### config.mk
export PLATFORM = sky130hd
export DESIGN_NAME = wta_round_sched
export DESIGN_NICKNAME = d
export VERILOG_FILES = /design/src/rtl/wta_round_sched.sv
export SDC_FILE = /design/constraint.sdc
export NUM_CORES = 1
export LEC_CHECK = 0
export BUFFER_PORTS_ARGS = -buffer_cell sky130_fd_sc_hd__buf_2
export CORE_ASPECT_RATIO = 1.75
export CORE_MARGIN = 2
export CORE_UTILIZATION = 42
export CTS_BUF_LIST = sky130_fd_sc_hd__clkbuf_4 sky130_fd_sc_hd__clkbuf_8
export DETAILED_ROUTE_END_ITERATION = 10
export PLACE_DENSITY_LB_ADDON = 0.15
export SYNTH_ARGS = -nofsm -noshare
export SYNTH_HDL_FRONTEND = slang
export SYNTH_SLANG_ARGS = --single-unit
### constraint.sdc
create_clock -name clk -period 4.2 [get_ports clk]
set_input_delay 0.63 -clock clk [delete_from_list [all_inputs] [get_ports clk]]
set_output_delay 0.63 -clock clk [all_outputs]
set_load 0.05 [all_outputs]
### src/rtl/wta_round_sched.sv
// Winner-take-all round scheduler: serial channel collection, running max,
// and per-channel refractory inhibition of recent winners.
module wta_round_sched #(
    parameter int N_CH   = 8,
    parameter int W      = 4,
    parameter int IDX_W  = 3,
    parameter int REFRAC = 2
) (
    input  logic             clk,
    input  logic             rst_n,
    input  logic             start,
    input  logic             abort,
    input  logic             in_valid,
    input  logic [W-1:0]     in_data,
    output logic             in_ready,
    output logic             busy,
    output logic             done,
    output logic             win_valid,
    output logic [IDX_W-1:0] win_idx,
    output logic [W-1:0]     win_val
);

    typedef enum logic [1:0] {IDLE, COLLECT, RESOLVE} state_t;

    localparam logic [2:0]     REFRAC_C = 3'(REFRAC);
    localparam logic [IDX_W:0] LAST     = (IDX_W+1)'(N_CH - 1);

    state_t           state, state_nx;
    logic [IDX_W:0]   beat;
    logic             best_valid;
    logic [IDX_W-1:0] best_idx;
    logic [W-1:0]     best_val;
    logic [2:0]       refr_cnt [N_CH];
    logic             accept, eligible, take, commit, launch;

    always_comb begin
        state_nx = state;
        in_ready = 1'b0;
        busy     = 1'b0;
        unique case (state)
            IDLE: begin
                if (start && !abort) state_nx = COLLECT;
            end
            COLLECT: begin
                in_ready = 1'b1;
                busy     = 1'b1;
                if (abort)
                    state_nx = IDLE;
                else if (in_valid && beat == LAST)
                    state_nx = RESOLVE;
            end
            RESOLVE: begin
                busy     = 1'b1;
                state_nx = IDLE;
            end
            default: state_nx = IDLE;
        endcase
    end

    // Eligibility is looked up by loop so a beat count past N_CH never indexes out of range.
    always_comb begin
        eligible = 1'b0;
        for (int k = 0; k < N_CH; k++) begin
            if (beat == (IDX_W+1)'(k)) eligible = (refr_cnt[k] == 3'd0);
        end
    end

    assign accept = in_ready && in_valid;
    assign take   = accept && eligible && (!best_valid || in_data >= best_val);
    assign commit = (state == RESOLVE) && !abort;
    assign launch = (state == IDLE) && (state_nx == COLLECT);

    always_ff @(posedge clk or negedge rst_n) begin
        if (!rst_n) state <= IDLE;
        else        state <= state_nx;
    end

    always_ff @(posedge clk or negedge rst_n) begin
        if (!rst_n) begin
            beat       <= '0;
            best_valid <= 1'b0;
            best_idx   <= '0;
            best_val   <= '0;
        end else if (launch) begin
            beat       <= '0;
            best_valid <= 1'b0;
        end else if (accept) begin
            beat <= beat + 1'b1;
            if (take) begin
                best_valid <= 1'b1;
                best_idx   <= beat[IDX_W-1:0];
                best_val   <= in_data;
            end
        end
    end

    always_ff @(posedge clk or negedge rst_n) begin
        if (!rst_n) begin
            done      <= 1'b0;
            win_valid <= 1'b0;
            win_idx   <= '0;
            win_val   <= '0;
        end else begin
            done <= commit;
            if (commit) begin
                win_valid <= best_valid;
                win_idx   <= best_valid ? best_idx : '0;
                win_val   <= best_valid ? best_val : '0;
            end
        end
    end

    // A fresh winner reload overrides the decrement so it sits out exactly REFRAC rounds.
    always_ff @(posedge clk or negedge rst_n) begin
        if (!rst_n) begin
            for (int k = 0; k < N_CH; k++) refr_cnt[k] <= 3'd0;
        end else if (commit) begin
            for (int k = 0; k < N_CH; k++) begin
                if (best_valid && REFRAC > 0 && best_idx == IDX_W'(k))
                    refr_cnt[k] <= REFRAC_C;
                else if (refr_cnt[k] != 3'd0)
                    refr_cnt[k] <= refr_cnt[k] - 3'd1;
            end
        end
    end

endmodule
==> run summary <==
Post-Syn Area per Cell = 9.503 um^2
final slew viol count = 0
Ant. Diodes = 0
Hold Buf Count CTS = 0
height of the die = 109.1 um
routed length per instance = 13.40 um
vias in the first global route = 1937
CTS Buffer Depth = 2
die area = 6989 um^2
Final Cycle Share = 62.84%
Top Ports = 20
total CTS buffers = 5
GRT Util Overall = 16.47%
Routed WL = 5107 um
CP startpoint kind = register
total gr overflow = 0
status = complete, no violations
Crit Path Max Fanout = 7
Worst Skew = 0.005188 ns
Worst slew margin = 59.40%
Area growth syn-to-layout = 11.52%
share of post-route cells with drive strength above 1 = 12.62%
Multi-input gate area = 1318 um^2
Synth Register Bits = 47
CTS tree = yes
via count = 1930
drt drc = 0
worst vdd ir = 441.7 uV
DRT Pass-1 Iters = 4
Iteration-0 DRC Markers = 59
CP arrival = 2.84 ns
syn_nets = 315
Leak = 1.417 nW
Max-Cap Viols = 0
Clock transition at path regs = 0.09 ns
DPL Wire Length = 3863 um
total clock sinks = 47
critical path class = reg2reg
Synth Cell Area = 2651 um^2
Req. time, crit path = 4.40 ns
antenna-violating nets left = 0
Final GP Congestion = 0.7508
Max Clock Freq = 0.3789 GHz
Pwr Density = 424.7 nW/um^2
TNS Setup = 0 ns
RSZ-0062 raised after global routing = false
initial antenna violation count = 0
post_cts resized = 0
H-tree depth = 2
Reg area = 1176 um^2
IO Port Bufs = 19
Seq/Total Area, Yosys = 44.36%
Fillers = 602
first-pass GRT wire length = 8873 um
Die Width = 64.06 um
post-synth cell types = 37
Fin. Hold Viols = 0
Worst Tran Pin Value = 0.6090 ns
Crit. End Element = register
post-CTS setup buffer count = 0
# rows = 38
Clock Latency Late Sink = 0.31 ns
Clock Tree Root = clkbuf_8
final setup vio count = 0
Yosys warnings = 0
Hold Slack = 0.3910 ns
vias per std cell = 5.066
initial core utilization = 43.23%
Nets = 336
min Tclk post-route = 2.639 ns
Worst Hold Class = in2async
post-synthesis cell count = 279
core area = 6133 um^2
largest net degree at the start of global routing = 48
## cells in the mapped netlist, drive strengths merged
cell type / count / area share, %
a211o: 1 / 0.33
a32oi: 3 / 0.99
nor4: 1 / 0.24
nor3: 2 / 0.38
o22ai: 2 / 0.71
o21ai: 20 / 3.9
mux2i: 2 / 0.76
mux2: 7 / 4.0
a31oi: 4 / 0.94
a221oi: 2 / 0.66
xor2: 1 / 0.33
a21oi: 5 / 0.94
nor2b: 5 / 1.2
nor2: 40 / 5.7
dfrtp: 47 / 44
a32o: 7 / 2.6
or4: 1 / 0.28
and3b: 1 / 0.33
or3: 1 / 0.24
and3: 1 / 0.24
xnor2: 2 / 0.66
nand2b: 13 / 3.1
buf: 2 / 0.85
a21o: 2 / 0.57
nand3: 10 / 1.9
nand2: 26 / 3.7
o22a: 1 / 0.33
o21bai: 2 / 0.57
ha: 27 / 13
and2: 1 / 0.24
inv: 31 / 4.4
a2111o: 1 / 0.42
clkbuf: 5 / 0.71
nand4b: 1 / 0.33
nand4: 2 / 0.47
## worst max-delay path, cell delays in order, from the launching register on
cell and delay, ns:
dfrtp_1 0.42, inv_1 0.09, ha_1 0.19, and2_1 0.30, o21ai_2 0.09, or4_1 0.50
o22ai_2 0.14, and3b_1 0.47, mux2_4 0.34
## layer usage
layer	vias up	global-route usage (%)	routed length [um]
met5	-	0	0
li1	981	-	-
met1	927	17.55	2105
met4	0	6.056	85
met3	6	3.096	106
met2	16	31.47	2810
## metrics by stage
step,util [%],instance area (um^2),cells,power [W],setup WS (ns)
2_1_floorplan,-,2651,279,0.0008009,1.531
3_3_place_gp,45.98,2820,373,0.0008650,1.581
3_5_place_dp,45.98,2820,373,0.0008709,1.526
4_1_cts,48.20,2957,381,0.001275,1.541
5_1_grt,48.20,2957,381,0.001335,1.384
6_report,48.20,2957,381,0.001256,1.561
## where the power goes
group	switching [W]	internal (W)	total (W)	leakage, nW
Combinational	0.000162	0.000137	0.000299	0.745
Sequential	0.0000589	0.000496	0.000555	0.607
Clock	0.000164	0.000237	0.000401	0.0644
## layout make-up
cell class	count	share of cell area, %
sequential	47	39.78
inverter	31	3.936
tap	80	3.386
clock inverter	3	2.285
multi-input combinational	194	44.56
clock buffer	5	2.328
timing repair buffer	21	3.724
## sequential cells by signal (all words and copies together) (netlist names)
name,cells
best_valid,1
state,2
refr_cnt,24
done,1
win_valid,1
best_val,4
win_idx,3
best_idx,3
beat,4
win_val,4
## logic make-up (layout without fill, tap and decap cells)
kind of cell	Yosys count	after routing	share of synthesized area [%]
adder cells (fa/ha/maj)	27	27	12.74
AND/OR/NAND/NOR	105	105	18.22
XOR/XNOR	3	3	0.9912
flip-flops	47	47	44.36
AO/OA/AOI/OAI	50	50	13.02
buffers and inverters	38	60	5.946
multiplexers	9	9	4.719
## worst paths after layout
kind | cells past startpoint | slack (ns) | endpoint | start
hold reg to reg | 2 | 0.46 | win_idx[0] | win_idx[0]
min in group clk | 2 | 0.46 | win_idx[0] | win_idx[0]
setup / recovery | 8 | 1.56 | best_val[3] | state[1]
max in group asynchronous | 2 | 3.38 | win_idx[0] | rst_n
hold / removal | 2 | 0.39 | refr_cnt[18] | rst_n
setup reg to reg | 8 | 1.56 | best_val[3] | state[1]
## cell usage in the layout, fill, tap and decap left out, types with 2 or more instances in the layout
cell type and n:
ha_1 27, a21o_1 2, nand2b_1 13, nand2_1 26, xnor2_1 2, buf_2 19
inv_1 31, o21bai_1 2, nor3_1 2, nand4_1 2, o21ai_0 19, mux2_4 7
bufinv_16 2, nand3_1 10, a21oi_1 5, buf_4 2, a32o_1 7, nor2_1 40
a32oi_1 3, dfrtp_1 47, clkbuf_8 5, mux2i_1 2, nor2b_1 5, a31oi_1 4
a221oi_1 2
Note: power is estimated with default switching activity, not from simulation.
